### config.mk
export PLATFORM = sky130hd
export DESIGN_NAME = flap_scheduler
export DESIGN_NICKNAME = d
export VERILOG_FILES = /design/src/rtl/flap_scheduler.sv
export SDC_FILE = /design/constraint.sdc
export NUM_CORES = 1
export LEC_CHECK = 0
export ABC_AREA = 1
export BUFFER_PORTS_ARGS = -buffer_cell sky130_fd_sc_hd__buf_2
export CAP_MARGIN = 20
export CORE_UTILIZATION = 59
export DETAILED_ROUTE_END_ITERATION = 8
export PLACE_DENSITY = 0.86
export SLEW_MARGIN = 20
export SYNTH_ARGS = -nofsm -noshare
export SYNTH_HDL_FRONTEND = slang
export SYNTH_SLANG_ARGS = --single-unit
### constraint.sdc
create_clock -name clk -period 3.7 [get_ports clk]
set_clock_uncertainty 0.1 [all_clocks]
set_input_delay 0.37 -clock clk [delete_from_list [all_inputs] [get_ports clk]]
set_output_delay 0.37 -clock clk [all_outputs]
set_load 0.02 [all_outputs]
### src/rtl/flap_scheduler.sv
// -----------------------------------------------------------------------------
// flap_scheduler
//
// Frame-level controller sitting between the camera pixel stream and the game
// FSM. For every frame it counts dark pixels in a left and a right measurement
// window, latches both counts at frame end and pulses frame_done. A frame whose
// (right - left) dark count reaches THRESH is a "hit". After CONFIRM_FRAMES
// consecutive hits (with enable high) one flap request is raised and held until
// the game FSM acknowledges it. A cooldown of COOLDOWN_FRAMES frame ends then
// blocks further requests.
//
// Ports
//   clk          pixel clock, all logic on the rising edge
//   rst          synchronous active-high reset
//   pix_valid    x_pos / y_pos / data_in are valid this cycle
//   x_pos        pixel column (0..H_ACTIVE-1)
//   y_pos        pixel row (0..V_ACTIVE-1)
//   data_in      pixel luminance; dark when data_in[7] == 0
//   enable       decision enable; low blocks new decisions
//   flap_ack     game FSM accepted the flap request
//   flap_req     flap request, held until acknowledged
//   frame_done   one-cycle pulse, left_count / right_count are valid
//   left_count   latched left-window dark count of the last frame
//   right_count  latched right-window dark count of the last frame
//   state        FSM state: IDLE=0, ARM=1, REQ=2, COOL=3
// -----------------------------------------------------------------------------
module flap_scheduler #(
   parameter int H_ACTIVE        = 200,
   parameter int V_ACTIVE        = 164,
   parameter int X_MIDDLE        = 100,
   parameter int MARGIN          = 5,
   parameter int THRESH          = 300,
   parameter int CONFIRM_FRAMES  = 2,
   parameter int COOLDOWN_FRAMES = 8,
   parameter int COUNT_W         = 15
) (
   input  logic               clk,
   input  logic               rst,
   input  logic               pix_valid,
   input  logic [10:0]        x_pos,
   input  logic [10:0]        y_pos,
   input  logic [7:0]         data_in,
   input  logic               enable,
   input  logic               flap_ack,
   output logic               flap_req,
   output logic               frame_done,
   output logic [COUNT_W-1:0] left_count,
   output logic [COUNT_W-1:0] right_count,
   output logic [1:0]         state
);

   typedef enum logic [1:0] {
      IDLE = 2'd0,
      ARM  = 2'd1,
      REQ  = 2'd2,
      COOL = 2'd3
   } state_t;

   localparam int HIT_W  = $clog2(CONFIRM_FRAMES + 1);
   localparam int COOL_W = (COOLDOWN_FRAMES < 1) ? 1 : $clog2(COOLDOWN_FRAMES + 1);

   localparam logic [10:0] X_LAST  = 11'(H_ACTIVE - 1);
   localparam logic [10:0] Y_LAST  = 11'(V_ACTIVE - 1);
   localparam logic [10:0] X_LO    = 11'(MARGIN);
   localparam logic [10:0] X_MID   = 11'(X_MIDDLE);
   localparam logic [10:0] X_HI    = 11'(H_ACTIVE - MARGIN);
   localparam logic [10:0] Y_LO    = 11'(MARGIN);
   localparam logic [10:0] Y_HI    = 11'(V_ACTIVE - MARGIN);

   localparam logic signed [COUNT_W:0] THRESH_S  = (COUNT_W + 1)'(THRESH);
   localparam logic [HIT_W-1:0]        CONFIRM_N = HIT_W'(CONFIRM_FRAMES);
   localparam logic [COOL_W-1:0]       COOL_N    = COOL_W'(COOLDOWN_FRAMES);

   // Saturating increment: the accumulator sticks at all-ones instead of wrapping.
   function automatic logic [COUNT_W-1:0] sat_inc(input logic [COUNT_W-1:0] v);
      return (&v) ? v : v + COUNT_W'(1);
   endfunction

   // ---- Stage p0: pixel classification and running accumulators ----
   logic               frame_start_p0;
   logic               frame_end_p0;
   logic               y_in_p0;
   logic               in_left_p0;
   logic               in_right_p0;
   logic               dark_p0;
   logic [COUNT_W-1:0] acc_left_p0;
   logic [COUNT_W-1:0] acc_right_p0;
   logic               seen_start;

   // Only bit 7 decides darkness; the lower luminance bits are deliberately ignored.
   logic               unused_data;
   assign unused_data = ^data_in[6:0];

   assign frame_start_p0 = pix_valid && (x_pos == 11'd0) && (y_pos == 11'd0);
   assign frame_end_p0   = pix_valid && (x_pos == X_LAST) && (y_pos == Y_LAST);
   assign y_in_p0        = (y_pos > Y_LO) && (y_pos < Y_HI);
   // X_MIDDLE itself belongs to neither window (strict compares on both sides).
   assign in_left_p0     = y_in_p0 && (x_pos > X_LO)  && (x_pos < X_MID);
   assign in_right_p0    = y_in_p0 && (x_pos > X_MID) && (x_pos < X_HI);
   assign dark_p0        = ~data_in[7];

   always_ff @(posedge clk) begin
      if (rst) begin
         acc_left_p0  <= '0;
         acc_right_p0 <= '0;
         left_count   <= '0;
         right_count  <= '0;
         frame_done   <= 1'b0;
         seen_start   <= 1'b0;
      end else begin
         frame_done <= 1'b0;
         if (frame_start_p0) begin
            acc_left_p0  <= '0;
            acc_right_p0 <= '0;
            seen_start   <= 1'b1;
         end else if (pix_valid && dark_p0) begin
            if (in_left_p0)  acc_left_p0  <= sat_inc(acc_left_p0);
            if (in_right_p0) acc_right_p0 <= sat_inc(acc_right_p0);
         end
         // A frame end only means something once a frame start has cleared the
         // accumulators; a partial frame after reset must not report counts.
         // The accumulators are left intact here; frame start clears them.
         if (frame_end_p0 && seen_start) begin
            left_count  <= acc_left_p0;
            right_count <= acc_right_p0;
            frame_done  <= 1'b1;
         end
      end
   end

   // ---- Stage p1: hit decision on latched counts and flap FSM ----
   logic signed [COUNT_W:0] diff_p1;
   logic                    hit_p1;

   // Zero-extend both counts so the subtraction is a true signed difference.
   assign diff_p1 = $signed({1'b0, right_count}) - $signed({1'b0, left_count});
   assign hit_p1  = (diff_p1 >= THRESH_S);

   state_t              state_q, state_nxt;
   logic [HIT_W-1:0]    hit_cnt, hit_cnt_nxt, hit_inc;
   logic [COOL_W-1:0]   cool_cnt, cool_cnt_nxt, cool_inc;

   assign hit_inc  = hit_cnt + HIT_W'(1);
   assign cool_inc = cool_cnt + COOL_W'(1);

   always_ff @(posedge clk) begin
      if (rst) begin
         state_q  <= IDLE;
         hit_cnt  <= '0;
         cool_cnt <= '0;
      end else begin
         state_q  <= state_nxt;
         hit_cnt  <= hit_cnt_nxt;
         cool_cnt <= cool_cnt_nxt;
      end
   end

   always_comb begin
      state_nxt    = state_q;
      hit_cnt_nxt  = hit_cnt;
      cool_cnt_nxt = cool_cnt;
      case (state_q)
         IDLE: begin
            if (frame_done && enable && hit_p1) begin
               hit_cnt_nxt = HIT_W'(1);
               if (CONFIRM_FRAMES == 1) state_nxt = REQ;
               else                     state_nxt = ARM;
            end
         end
         ARM: begin
            if (frame_done) begin
               if (!enable || !hit_p1) begin
                  state_nxt   = IDLE;
                  hit_cnt_nxt = '0;
               end else begin
                  hit_cnt_nxt = hit_inc;
                  if (hit_inc == CONFIRM_N) state_nxt = REQ;
               end
            end
         end
         REQ: begin
            // Frame ends and enable are irrelevant here; only the ack releases.
            if (flap_ack) begin
               state_nxt    = COOL;
               cool_cnt_nxt = '0;
               hit_cnt_nxt  = '0;
            end
         end
         COOL: begin
            if (COOLDOWN_FRAMES == 0) begin
               state_nxt = IDLE;
            end else if (frame_done) begin
               cool_cnt_nxt = cool_inc;
               if (cool_inc >= COOL_N) state_nxt = IDLE;
            end
         end
         default: begin
            state_nxt    = IDLE;
            hit_cnt_nxt  = '0;
            cool_cnt_nxt = '0;
         end
      endcase
   end

   assign flap_req = (state_q == REQ);
   assign state    = state_q;

endmodule

==> flow_metrics.py <==
metrics = {
    "status": {
        "outcome": "completed",
    },
    "critical_path": {
        "reg2reg_from": "right_count[0]",
        "crit_fanout": 4,
        "crit_top_cell": "nand2_1",
        "r2r_cells": 19,
        "critPathBufInv": 3,
        "required_ns": 3.85,
        "r2r_slack_ns": 0.87,
        "timing.rr.end": "state[0]",
        "arrival_ns": 2.98,
        "critPathTopFamily": "simple AND/OR/NAND/NOR gates",
        "cp.depth": 19,
        "endpoint_kind": "flop",
        "crit_chain": "inv_1 > ha_1 > inv_1 > fa_1 > nand2_1 > nand3_1 > nand2_1 > inv_1 > a21oi_1 > xnor2_1 > nand2_1 > nand3_1 > nand2_1 > nand2_1 > nand2_1 > nor2_2 > nand2_1 > nand2_1 > nor2_1",
        "slowest_stage": "fa_1",
        "max_stage_delay_ns": 0.42,
        "crit_type": "flop to flop",
        "startpoint_type": "flop",
    },
    "global_route": {
        "grtUsageTotal_pct": 30.65,
        "antenna_found_initial": 0,
        "grt_pass1_wl_mm": 18.59,
        "grt_start_max_net_pins": 53,
        "grt_pass1_vias": 4253,
        "overflow": 0,
    },
    "routing": {
        "vias_per_cell": 5.464,
        "drt-initial-drc-count": 252,
        "post_drt_wl_per_cell_um": 13.42,
        "drc": 0,
        "finalWirelength_mm": 11.39,
        "drtAntennaViolNets": 0,
        "vias": 4639,
        "first_pass_iters": 5,
    },
    "cells_and_area": {
        "final_area_mm2": 0.005035,
        "fin_nets": 805,
        "layout_common_cells": "nand2_1, inv_1, nor2_1, dfxtp_1, buf_2",
        "fillerInstances": 660,
        "antenna_cells": 0,
        "layout_commonest_cell": "nand2_1",
        "drive_above_1_share_pct": 12.80,
        "area_growth_pct": 13.67,
    },
    "synthesis": {
        "syn_area_mm2": 0.004429,
        "yosys_warnings": 0,
        "syn_area_per_cell_um2": 6.494,
        "synth_ff_type": "dfxtp_1",
        "async_reset_ff_share_pct": 0,
        "ys_ff_latch": 70,
        "ys_seq_area_share_pct": 31.64,
        "synth_edf_count": 0,
        "syn-num-nets": 742,
        "syn_inst": 682,
        "synth_cell_type_count": 39,
    },
    "pwr": {
        "vdd_ir_drop_max_v": 0.0003978,
        "intPower_w": 0.001107,
        "p_sw_w": 0.0003507,
        "sw_frac_of_total_pct": 24.05,
        "p_seq_share_pct": 51.6,
        "finalPower_w": 0.001458,
        "power.density_mw_per_mm2": 289.6,
        "power_frac_comb_pct": 4.3,
        "p_leak_nw": 2.377,
        "pwr-share-clk_pct": 44.1,
    },
    "placement": {
        "globalplace.congestion": 0.9649,
        "dp_hpwl_mm": 8.729,
        "post_dp_cell_area_mm2": 0.004826,
        "io_buffers": 61,
    },
    "clock_tree": {
        "cts_resized": 0,
        "postCtsSetupBuffers": 0,
        "clockBufferDepth": 2,
        "cts_hold_buf": 0,
        "cts_max_level": 3,
        "clk-insertion-delay-late_ns": 0.36,
        "numCtsBuffers": 9,
        "cts-root-buf": "clkbuf_8",
        "clkTransAtPathRegs_ns": 0.08,
        "numClockSinks": 70,
        "cts_tree": "yes",
    },
    "die": {
        "fp.dieArea_mm2": 0.007858,
        "rows": 31,
        "ioPinCount": 69,
        "start_util_pct": 61.07,
        "die_h_um": 88.65,
        "dieWidth_um": 88.65,
        "core_area_mm2": 0.007253,
    },
    "job": {
        "max_cap_viol_count": 0,
    },
    "timing": {
        "fmax_mhz": 353.3,
        "finalMaxSlewViolations": 0,
        "setup_violations": 0,
        "hold_violations": 0,
        "maxSlewHeadroom_pct": 56.78,
        "rsz0062_at_grt": "false",
        "tns_ns": 0,
        "finalCritPeriodShare_pct": 76.50,
        "final.min_clock_period_ns": 2.830,
        "holdWs_ns": 0.2732,
        "tightestPinTransition_ns": 0.6424,
    },
    "worst_hold_path": {
        "hp-start": "y_pos[0]",
        "whs_path_depth": 4,
        "hold_end": "seen_start",
        "hold_path.class": "input port to flop",
    },
}
## area by class of cell
type,instances,area [um2],area share (%)
tap,99,123.9,2.460
clock inverter,6,71.32,1.417
multi-input combinational,480,2519,50.02
timing repair buffer,65,335.3,6.660
sequential,70,1401,27.83
clock buffer,10,137.6,2.734
inverter,119,446.7,8.872
## worst register-to-register path: stages, from the launching register on
cell and delay, ns:
dfxtp_1 0.32, inv_1 0.06, ha_1 0.16, inv_1 0.11, fa_1 0.42, nand2_1 0.11
nand3_1 0.09, nand2_1 0.13, inv_1 0.07, a21oi_1 0.16, xnor2_1 0.13, nand2_1 0.07
nand3_1 0.18, nand2_1 0.07, nand2_1 0.08, nand2_1 0.07, nor2_2 0.18, nand2_1 0.09
nand2_1 0.08, nor2_1 0.05
## how the worst max path moves through the flow
stage	to	from
floorplan	flop	left_count[0]
global placement	flop	right_count[0]
finish	state[0]	right_count[0]
detailed placement	state[0]	right_count[0]
CTS	state[0]	right_count[0]
global route	hit_cnt[0]	left_count[0]
## synth_stat cells (2+ instances only)
| master | number | share of area [%] |
|---|---|---|
| clkbuf_1 | 7 | 0.59 |
| or2_1 | 2 | 0.28 |
| nor4_1 | 7 | 0.99 |
| nor2_2 | 5 | 0.71 |
| nand3_1 | 42 | 4.7 |
| a211oi_1 | 7 | 1.2 |
| xnor2_1 | 2 | 0.40 |
| inv_1 | 114 | 9.7 |
| dfxtp_1 | 70 | 32 |
| nor3_1 | 21 | 2.4 |
| nand2_1 | 149 | 13 |
| buf_2 | 5 | 0.56 |
| xor2_1 | 15 | 3.0 |
| o21ai_0 | 41 | 4.6 |
| a21oi_1 | 58 | 6.6 |
| ha_1 | 24 | 6.8 |
| nand4_1 | 16 | 2.3 |
| nor2_1 | 70 | 5.9 |
| nor3b_1 | 2 | 0.34 |
| inv_2 | 5 | 0.42 |
| nor4_4 | 2 | 0.96 |
## logic make-up (layout without fill, tap and decap cells)
| family | Yosys count | after routing | share of synthesized area (%) |
|---|---|---|---|
| AOI/OAI and AO/OA | 116 | 116 | 14.04 |
| xor gates and xnor gates | 17 | 17 | 3.362 |
| adders and majority gates | 25 | 25 | 7.232 |
| buffers and inverters | 132 | 200 | 11.50 |
| DFF | 70 | 70 | 31.64 |
| and+or+nand+nor | 322 | 322 | 32.23 |
## flip-flops by register name, summed over array words and instances (netlist names), named ones only
| signal | flops |
|---|---|
| acc_left_p0 | 15 |
| acc_right_p0 | 15 |
| cool_cnt | 4 |
| frame_done | 1 |
| hit_cnt | 2 |
| left_count | 15 |
| right_count | 15 |
| seen_start | 1 |
| state | 1 |
## metal layers
metal	wire length, um	up-vias	GRT usage (%)
met1	4832	2141	37.12
met5	0	-	0
met2	5630	143	53.71
met3	706	24	6.250
li1	-	2331	-
met4	225	0	11.14
## power by group through the flow
stage / combinational, W / clock (W) / sequential [W]
after floorplan: 0.0000321 / 0 / 0.000770
after global placement: 0.0000607 / 0 / 0.000770
after global routing: 0.0000700 / 0.000678 / 0.000753
after detailed placement: 0.0000618 / 0 / 0.000770
after CTS: 0.0000620 / 0.000640 / 0.000753
final: 0.0000630 / 0.000642 / 0.000753
## stage by stage
stage,util (%),setup WS (ns),cells
6_report,69.42,0.8696,849
5_1_grt,69.42,0.5869,849
4_1_cts,69.42,0.9172,849
3_5_place_dp,66.53,0.9419,833
3_3_place_gp,66.53,1.042,833
2_1_floorplan,-,1.190,682
Note: power is estimated with default switching activity, not from simulation.
